### src/rtl/mem_access_ctrl.sv
// rtl/mem_access_ctrl.sv - single-outstanding load/store sequencer with lane steering, misalign and ack timeout
module mem_access_ctrl #(
    parameter int ACK_TIMEOUT = 255
) (
    input  logic        clk,
    input  logic        rst,
    input  logic        req_valid,
    output logic        req_ready,
    input  logic        req_we,
    input  logic [2:0]  req_mode,
    input  logic [31:0] req_addr,
    input  logic [31:0] req_wdata,
    output logic        mem_en,
    output logic [3:0]  mem_we,
    output logic [31:0] mem_addr,
    output logic [31:0] mem_wdata,
    input  logic        mem_ack,
    input  logic [31:0] mem_rdata,
    output logic        resp_valid,
    output logic [31:0] resp_data,
    output logic        resp_misalign,
    output logic        resp_timeout
);
    localparam int CNT_W = 10;

    typedef enum logic [1:0] {IDLE, REQ, RESP} state_t;

    state_t            state_q, state_d;
    logic [CNT_W-1:0]  cnt_q, cnt_d;
    logic              we_q;
    logic [2:0]        mode_q;
    logic [1:0]        off_q;
    logic              mem_en_q;
    logic [3:0]        mem_we_q;
    logic [31:0]       mem_addr_q, mem_wdata_q;
    logic              resp_valid_q, resp_misalign_q, resp_timeout_q;
    logic [31:0]       resp_data_q;

    logic              accept, misalign, ack_ok, tmo;
    logic              req_is_byte, req_is_half;
    logic [3:0]        lanes;
    logic [31:0]       wdata_rep;
    logic [31:0]       rd_shift, load_data;

    assign req_is_byte = (req_mode == 3'd1) || (req_mode == 3'd2);
    assign req_is_half = (req_mode == 3'd3) || (req_mode == 3'd4);

    always_comb begin
        state_d  = state_q;
        cnt_d    = cnt_q;
        accept   = 1'b0;
        misalign = 1'b0;
        ack_ok   = 1'b0;
        tmo      = 1'b0;
        case (state_q)
            IDLE: begin
                if (req_valid) begin
                    accept = 1'b1;
                    if (req_is_byte)      misalign = 1'b0;
                    else if (req_is_half) misalign = req_addr[0];
                    else                  misalign = (req_addr[1:0] != 2'b00);
                    state_d = misalign ? RESP : REQ;
                    cnt_d   = '0;
                end
            end
            REQ: begin
                // An ack on the last permitted wait cycle wins over the timeout.
                if (mem_ack) begin
                    ack_ok  = 1'b1;
                    state_d = RESP;
                end else if (cnt_q == CNT_W'(ACK_TIMEOUT - 1)) begin
                    tmo     = 1'b1;
                    state_d = RESP;
                end else begin
                    cnt_d = cnt_q + 1'b1;
                end
            end
            RESP:    state_d = IDLE;
            default: state_d = IDLE;
        endcase
    end

    always_comb begin
        lanes     = 4'b0000;
        wdata_rep = req_wdata;
        if (req_is_byte) begin
            lanes     = 4'b0001 << req_addr[1:0];
            wdata_rep = {4{req_wdata[7:0]}};
        end else if (req_is_half) begin
            lanes     = req_addr[1] ? 4'b1100 : 4'b0011;
            wdata_rep = {2{req_wdata[15:0]}};
        end else begin
            lanes     = 4'b1111;
        end
        if (!req_we) lanes = 4'b0000;
    end

    always_comb begin
        rd_shift = mem_rdata >> {off_q, 3'b000};
        case (mode_q)
            3'd1:    load_data = {{24{rd_shift[7]}}, rd_shift[7:0]};
            3'd2:    load_data = {24'b0, rd_shift[7:0]};
            3'd3:    load_data = {{16{rd_shift[15]}}, rd_shift[15:0]};
            3'd4:    load_data = {16'b0, rd_shift[15:0]};
            default: load_data = mem_rdata;
        endcase
    end

    always_ff @(posedge clk) begin
        if (rst) begin
            state_q         <= IDLE;
            cnt_q           <= '0;
            we_q            <= 1'b0;
            mode_q          <= 3'd0;
            off_q           <= 2'd0;
            mem_en_q        <= 1'b0;
            mem_we_q        <= 4'b0000;
            mem_addr_q      <= '0;
            mem_wdata_q     <= '0;
            resp_valid_q    <= 1'b0;
            resp_misalign_q <= 1'b0;
            resp_timeout_q  <= 1'b0;
            resp_data_q     <= '0;
        end else begin
            state_q         <= state_d;
            cnt_q           <= cnt_d;
            mem_en_q        <= (state_d == REQ);
            resp_valid_q    <= (state_d == RESP);
            resp_misalign_q <= accept && misalign;
            resp_timeout_q  <= tmo;
            resp_data_q     <= (ack_ok && !we_q) ? load_data : 32'd0;
            if (accept) begin
                we_q        <= req_we;
                mode_q      <= req_mode;
                off_q       <= req_addr[1:0];
                mem_addr_q  <= {req_addr[31:2], 2'b00};
                mem_wdata_q <= wdata_rep;
                mem_we_q    <= misalign ? 4'b0000 : lanes;
            end else if (state_d != REQ) begin
                mem_we_q    <= 4'b0000;
            end
        end
    end

    assign req_ready     = (state_q == IDLE);
    assign mem_en        = mem_en_q;
    assign mem_we        = mem_we_q;
    assign mem_addr      = mem_addr_q;
    assign mem_wdata     = mem_wdata_q;
    assign resp_valid    = resp_valid_q;
    assign resp_data     = resp_data_q;
    assign resp_misalign = resp_misalign_q;
    assign resp_timeout  = resp_timeout_q;
endmodule

### config.mk
export PLATFORM = sky130hd
export DESIGN_NAME = mem_access_ctrl
export DESIGN_NICKNAME = d
export VERILOG_FILES = /design/src/rtl/mem_access_ctrl.sv
export SDC_FILE = /design/constraint.sdc
export NUM_CORES = 1
export LEC_CHECK = 0
export ABC_AREA = 1
export ABC_CLOCK_PERIOD_IN_PS = 3800
export BUFFER_PORTS_ARGS = -buffer_cell sky130_fd_sc_hd__buf_2
export CAP_MARGIN = 20
export CORE_MARGIN = 2
export CORE_UTILIZATION = 45
export CTS_BUF_LIST = sky130_fd_sc_hd__clkbuf_4
export DETAILED_ROUTE_END_ITERATION = 7
export MAX_ROUTING_LAYER = met4
export PLACE_DENSITY = 0.75
export SKIP_CTS_REPAIR_TIMING = 1
export SYNTH_ARGS = -nofsm -noshare
export SYNTH_HDL_FRONTEND = slang
export SYNTH_SLANG_ARGS = --single-unit
### constraint.sdc
create_clock -name clk -period 3.8 [get_ports clk]
set_input_delay 0.19 -clock clk [delete_from_list [all_inputs] [get_ports clk]]
set_output_delay 0.19 -clock clk [all_outputs]
set_load 0.05 [all_outputs]
==> impl_metrics.csv, run 1 <==
group,metric,value,unit
synthesis,synth_warnings,0,
routing,viasPerCell,5.04,
synthesis,netlist_instances,785,
synthesis,syn_area_per_cell,6.89,um^2
global_routing,grt_antenna_before_repair,0,
worst_setup_path,cp_max_fo,53,
global_routing,grt_use_total,23.9,%
final_layout,final_area,0.00739,mm^2
global_routing,grt_overflow,0,
final_layout,layout-drive-gt1-share,25.0,%
floorplanning,die_w,114,um
timing,final-hold-violation-count,7,
placed_design,globalplace.congestion,0.872,
floorplanning,die_y,114,um
final_layout,finalNonFillerCells,1196,
worst_setup_path,crit_type,"reg2reg",
final_layout,n_fill_cell,1073,
routing,antenna_left,0,
outcome,violations,"hold timing",
power_and_ir_drop,p_total,3.20,mW
placed_design,dp.cells,1102,
timing,rsz0062_at_grt,"false",
placed_design,post-dp-hpwl,10700,um
clock_tree,cts_buffer_depth,2,
synthesis,synth_flop_cell,"dfxtp_1",
routing,via_count,6024,
timing,finalCriticalPeriod,2190,ps
clock_tree,cts.clk_slew.worst_paths,120,ps
timing,setup_tns,0,ps
clock_tree,insertion_delay,560,ps
final_layout,seq_area,0.00240,mm^2
clock_tree,cts_tree,"yes",
placed_design,io_buffers,206,
synthesis,synth_fa_ha_area_share,0.463,%
power_and_ir_drop,p_comb_share,26.2,%
floorplanning,io_pins,209,
routing,wl_per_cell,13.5,um
clock_tree,numCtsBuffers,17,
global_routing,grt_pass1_wl,24100,um
worst_setup_path,cp.required,4310,ps
final_layout,fin_nets,1142,
timing,skew,15.5,ps
synthesis,synth_xor_area_share,0.486,%
floorplanning,num_rows,40,
routing,drtIter0Drc,410,
routing,wirelength,16100,um
worst_hold_path,min_path_type,"in2reg",
synthesis,ys_seq_area_share,44.4,%
floorplanning,die-area,0.0129,mm^2
floorplanning,start_util,45.6,%
power_and_ir_drop,irDropWorstVdd,0.302,mV
global_routing,grt_max_degree,73,
timing,fmax,0.457,GHz
timing,slew_violations,0,
timing,setup_violations,0,
synthesis,synth_seq_cells,120,
worst_setup_path,worstPathArrival,2700,ps
synthesis,synth-compound-area-share,20.2,%
run,max_cap_viol_count,0,
floorplanning,coreArea,0.0119,mm^2
synthesis,synth_edf_count,0,
clock_tree,ctsHtreeMaxLevel,4,
synthesis,synth_top_family_by_area,"simple AND/OR/NAND/NOR gates",
synthesis,synthMuxAreaShare,0,%
routing,drtPass1Iterations,6,
clock_tree,root_buffer,"clkbuf_4",
timing,max_slew_margin,41.8,%
synthesis,netlist_area,0.00541,mm^2
clock_tree,cts_sinks,120,
power_and_ir_drop,intPower,2.04,mW
power_and_ir_drop,p_clk_share,30.6,%
timing,whs,-22.9,ps
power_and_ir_drop,powerDensity,433,mW/mm^2
placed_design,dpl_cell_area,0.00646,mm^2
routing,drc,0,
synthesis,synth_cell_types,32,
timing,worst_pin_slew,872,ps
final_layout,syn_to_final_growth,36.5,%
final_layout,multi_input_area,0.00240,mm^2
synthesis,async_reset_ff_share,0,%
power_and_ir_drop,swShare,36.3,%
synthesis,synth-simple-area-share,23.1,%
power_and_ir_drop,p_seq_share,43.3,%
power_and_ir_drop,leakage,3.93,nW
timing,period_share,57.6,%
power_and_ir_drop,p_switching,1.16,mW
worst_setup_path,end_kind,"register",
final_layout,diodes,0,
worst_setup_path,cp-start-kind,"register",
global_routing,grt_pass1_vias,5237,
outcome,status,"finished, violations left",
## cells in the final DEF, fill, tap and decap left out, types with 16 or more instances in the layout
cell type	instances
a21oi_1	52
buf_2	206
clkbuf_4	17
dfxtp_1	120
dlygate4sd3_1	62
inv_1	98
nand2_1	116
nand3_1	16
nor2_1	151
o21ai_0	100
o21ai_1	21
## metal layers
layer  global-route usage [%]  wire length (um)  vias up
li1                         -                 -     3009
met5                        -                 0        -
met1                     29.3              6750     2710
met4                     10.7               388        0
met2                     38.0              7710      269
met3                     5.21              1260       36
## area by class of cell
cell class | instances | area share, %
inverter | 107 | 5.44
sequential | 120 | 32.5
timing repair buffer | 273 | 22.9
tap | 147 | 2.49
clock inverter | 15 | 2.42
clock buffer | 17 | 1.73
multi-input combinational | 517 | 32.5
## power groups by stage
stage	Clock, mW	Sequential, mW	Combinational [mW]
5_1_grt	1.05	1.39	0.905
4_1_cts	0.993	1.38	0.779
3_3_place_gp	0	1.41	0.770
3_5_place_dp	0	1.41	0.777
2_1_floorplan	0	1.65	0.329
6_report	0.977	1.38	0.836
## registers in the layout (all words and copies together), names as in the netlist
name	count
mem_wdata	32
mode_q	3
mem_en	1
state_q	2
off_q	2
mem_addr	30
mem_we	4
we_q	1
resp_timeout	1
resp_data	32
resp_valid	1
cnt_q	10
resp_misalign	1
## metrics by stage
step	hold WS [ps]	setup slack, ps	util [%]
2_1_floorplan	267	1770	-
3_3_place_gp	410	1660	54.5
3_5_place_dp	413	1640	54.5
4_1_cts	-196	1630	57.0
5_1_grt	0.911	1430	62.3
6_report	-22.9	1610	62.3
## worst paths after layout
path,slack [ps],end,depth (start not counted),startpoint
setup reg to reg,1610,mem_wdata[8]$_SDFFE_PP0P_,7,state_q[0]$_SDFF_PP0_
setup / recovery,1610,mem_wdata[8]$_SDFFE_PP0P_,7,state_q[0]$_SDFF_PP0_
hold reg to reg,490,mem_addr[5]$_SDFFE_PP0P_,2,mem_addr[5]$_SDFFE_PP0P_
hold / removal,-20,mem_wdata[18]$_SDFFE_PP0P_,5,req_wdata[18]
## cell usage after synthesis (all sizes together), types with 3 or more instances
cell	count	area (um^2)
nand4	9	56.3
nor3	3	15.0
nand3b	3	26.3
dfxtp	120	2400
a21oi	52	260
nand3	16	80.1
inv	106	398
clkbuf	15	56.3
nor2	156	603
o21ai	123	623
buf	27	151
o221ai	8	70.1
nand2	120	470
o22ai	9	56.3
o211ai	8	60.1
## cell families (layout without fill, tap and decap cells)
| logic type | after synthesis | after routing |
|---|---|---|
| fa+ha+maj | 2 | 2 |
| buf+inv | 149 | 412 |
| flops | 120 | 120 |
| other cells | 1 | 2 |
| compound gates | 203 | 203 |
| simple gates | 307 | 307 |
| xor+xnor | 3 | 3 |
## critical path: stages, from the launching register on
cell and delay (ps):
dfxtp_1 350, nor2_1 130, nand2_1 60, buf_4 270, inv_2 640, buf_4 440
o221ai_1 160, inv_1 80
Power figures use the tool's default switching activity.
==> inputs of run 2 (changes only) <==
Settings changed: ABC_AREA 1 to 0, ABC_CLOCK_PERIOD_IN_PS 3800 to 2000, PLACE_DENSITY 0.75 to 0.78.
Clock period 3.8 ns to 2 ns, I/O delays scaled along.
==> run 2 against run 1 <==
  * The run now ends clean
  * Wire length grew 6.2%
  * First-iteration DRC count grew 23%
  * Worst setup slack lost 1500 ps
  * Cell area grew 3.5%
  * Area after synthesis shrank 2.5%
  * Sequential share of layout area shrank 1.1 points
==> impl_metrics.csv, run 2 <==
group,metric,value,unit
worst_hold_path,hold_depth,4,
worst_setup_path,rrSetupSlack,130,ps
synthesis,synth_flop_cell,"dfxtp_1",
timing,skew,18.7,ps
synthesis,synth-simple-area-share,16.3,%
power_and_ir_drop,p_seq_share,45.6,%
clock_tree,cts_tree,"yes",
final_layout,layout-drive-gt1-share,29.3,%
synthesis,synth_area_leaders,"dfxtp_1, nand2_1, mux2i_1",
worst_setup_path,cp_cell_sequence,"inv_1 -> ha_1 -> or3b_2 -> nor3_1 -> nor3_1 -> a22o_1",
clock_tree,numCtsBuffers,17,
timing,worst_pin_slew,667,ps
synthesis,synth_seq_cells,120,
global_routing,grt_pass1_vias,4967,
clock_tree,cts.clk_slew.worst_paths,110,ps
floorplanning,num_rows,39,
synthesis,synth_warnings,0,
worst_setup_path,cp-start-kind,"register",
routing,antenna_left,0,
timing,finalCriticalPeriod,1870,ps
synthesis,synth_cell_types,55,
clock_tree,ctsHtreeMaxLevel,4,
placed_design,place_ws,124,ps
worst_setup_path,cp_max_fo,6,
power_and_ir_drop,p_total,5.68,mW
routing,wl_per_cell,16.3,um
synthesis,synth_edf_count,0,
worst_setup_path,r2r_end,"mem_we[1]$_SDFFE_PP0P_",
worst_setup_path,crit_top_cell,"nor3_1",
floorplanning,die-area,0.0126,mm^2
power_and_ir_drop,p_comb_share,27.1,%
timing,max_slew_margin,55.5,%
clock_tree,root_buffer,"clkbuf_4",
final_layout,finalNonFillerCells,1050,
worst_setup_path,end_kind,"register",
final_layout,n_fill_cell,901,
power_and_ir_drop,p_clk_share,27.3,%
worst_setup_path,cp.required,2440,ps
final_layout,final_area,0.00765,mm^2
final_layout,diodes,0,
routing,wirelength,17100,um
power_and_ir_drop,swShare,35.4,%
worst_hold_path,worst_hold_path.endpoint,"mem_wdata[27]$_SDFFE_PP0P_",
synthesis,netlist_area,0.00528,mm^2
final_layout,fin_nets,1000,
floorplanning,die_y,112,um
synthesis,synth-compound-area-share,24.6,%
synthesis,synth_top_area_share,45.5,%
synthesis,synthTopCellsByCount,"dfxtp_1, nand2_1, a21oi_1",
synthesis,async_reset_ff_share,0,%
power_and_ir_drop,irDropWorstVdd,0.567,mV
clock_tree,cts_sinks,120,
power_and_ir_drop,p_switching,2.01,mW
final_layout,syn_to_final_growth,44.9,%
timing,setup_violations,0,
final_layout,final_common_cell,"buf_2",
outcome,status,"finished clean",
floorplanning,io_pins,209,
routing,via_count,5802,
floorplanning,coreArea,0.0114,mm^2
synthesis,ys_seq_area_share,45.5,%
power_and_ir_drop,intPower,3.67,mW
worst_hold_path,min_path_type,"in2reg",
timing,final.setup.worst_slack,127,ps
timing,rsz0062_at_grt,"false",
timing,period_share,93.6,%
synthesis,synthMuxAreaShare,7.50,%
worst_setup_path,crit_slowest_cell,"or3b_2",
global_routing,grt_overflow,0,
power_and_ir_drop,powerDensity,743,mW/mm^2
synthesis,netlist_instances,599,
floorplanning,start_util,46.2,%
timing,fmax,0.534,GHz
global_routing,grt_max_degree,79,
placed_design,io_buffers,206,
synthesis,synth_area_leader_cell,"dfxtp_1",
timing,final-hold-violation-count,0,
placed_design,globalplace.congestion,0.903,
synthesis,synth_fa_ha_area_share,0.474,%
run,max_cap_viol_count,0,
worst_setup_path,crit_type,"reg2reg",
power_and_ir_drop,leakage,3.69,nW
synthesis,synth_xor_area_share,1.14,%
routing,drtIter0Drc,506,
global_routing,grt_use_total,24.5,%
synthesis,synth_top_family_by_area,"compound AO/OA/AOI/OAI gates",
routing,viasPerCell,5.53,
placed_design,post-dp-hpwl,11100,um
final_layout,mostFrequentLayoutCells,"buf_2, dfxtp_1, nand2_1",
clock_tree,insertion_delay,540,ps
synthesis,syn_area_per_cell,8.81,um^2
timing,slew_violations,0,
timing,setup_tns,0,ps
routing,drc,0,
routing,drtPass1Iterations,5,
timing,whs,26.2,ps
worst_setup_path,r2r-start,"cnt_q[0]$_SDFFE_PP0P_",
synthesis,synth.most_common_cell,"dfxtp_1",
worst_setup_path,worstPathArrival,2320,ps
placed_design,dp.cells,924,
placed_design,dpl_cell_area,0.00646,mm^2
worst_hold_path,hp-start,"req_wdata[27]",
worst_setup_path,max_stage_delay,490,ps
clock_tree,cts_buffer_depth,2,
worst_setup_path,r2r_cells,6,
global_routing,grt_antenna_before_repair,0,
floorplanning,die_w,112,um
final_layout,final_util,67.0,%
global_routing,grt_pass1_wl,23900,um
==> run 2: worst max-delay path by stage <==
stage | cells past startpoint | from | slack (ps) | endpoint
floorplan | 8 | state_q[0]$_SDFF_PP0_ | 20 | resp_data[16]$_SDFF_PP0_
detailed placement | 6 | cnt_q[0]$_SDFFE_PP0P_ | 120 | mem_we[1]$_SDFFE_PP0P_
global placement | 5 | state_q[1]$_SDFF_PP0_ | 190 | resp_data[30]$_SDFF_PP0_
global route | 5 | cnt_q[1]$_SDFFE_PP0P_ | 10 | mem_we[1]$_SDFFE_PP0P_
finish | 6 | cnt_q[0]$_SDFFE_PP0P_ | 130 | mem_we[1]$_SDFFE_PP0P_
CTS | 6 | cnt_q[0]$_SDFFE_PP0P_ | 120 | mem_we[1]$_SDFFE_PP0P_
==> run 2: layout make-up <==
class                           count  area (um^2)  area share [%]
Clock buffer                       18          135            1.77
Clock inverter                     14          109            1.42
Inverter                            8         30.0           0.393
Multi-Input combinational cell    428         2650            34.7
Sequential cell                   120         2400            31.4
Tap cell                          143          179            2.34
Timing Repair Buffer              319         2140            28.0
==> run 2: metal layers <==
layer / share of wire (%) / global-route usage, %
met5: 0 / -
met4: 4.2 / 12.7
met3: 7.4 / 5.94
met2: 50 / 39.0
met1: 38 / 28.8
==> run 2: critical path, delay by kind of cell (launching register included) <==
kind / cells / cell delay, ps
AOI/OAI and AO/OA: 1 / 260
and+or+nand+nor: 3 / 940
adders and majority gates: 1 / 160
buffers and inverters: 1 / 70
DFF: 1 / 360
==> run 2: power groups by stage <==
stage	clock (mW)	combinational, mW	sequential, mW
global route	1.69	1.64	2.61
detailed placement	0	1.37	2.64
CTS	1.59	1.38	2.59
finish	1.55	1.54	2.59
floorplan	0	0.544	3.06
global placement	0	1.35	2.64
==> run 2: cells by family after synthesis <==
kind of cell | count (synthesis)
and+or+nand+nor | 196
AOI/OAI and AO/OA | 185
DFF | 120
buffers and inverters | 52
muxes | 37
xor gates and xnor gates | 6
adders and majority gates | 2
other | 1
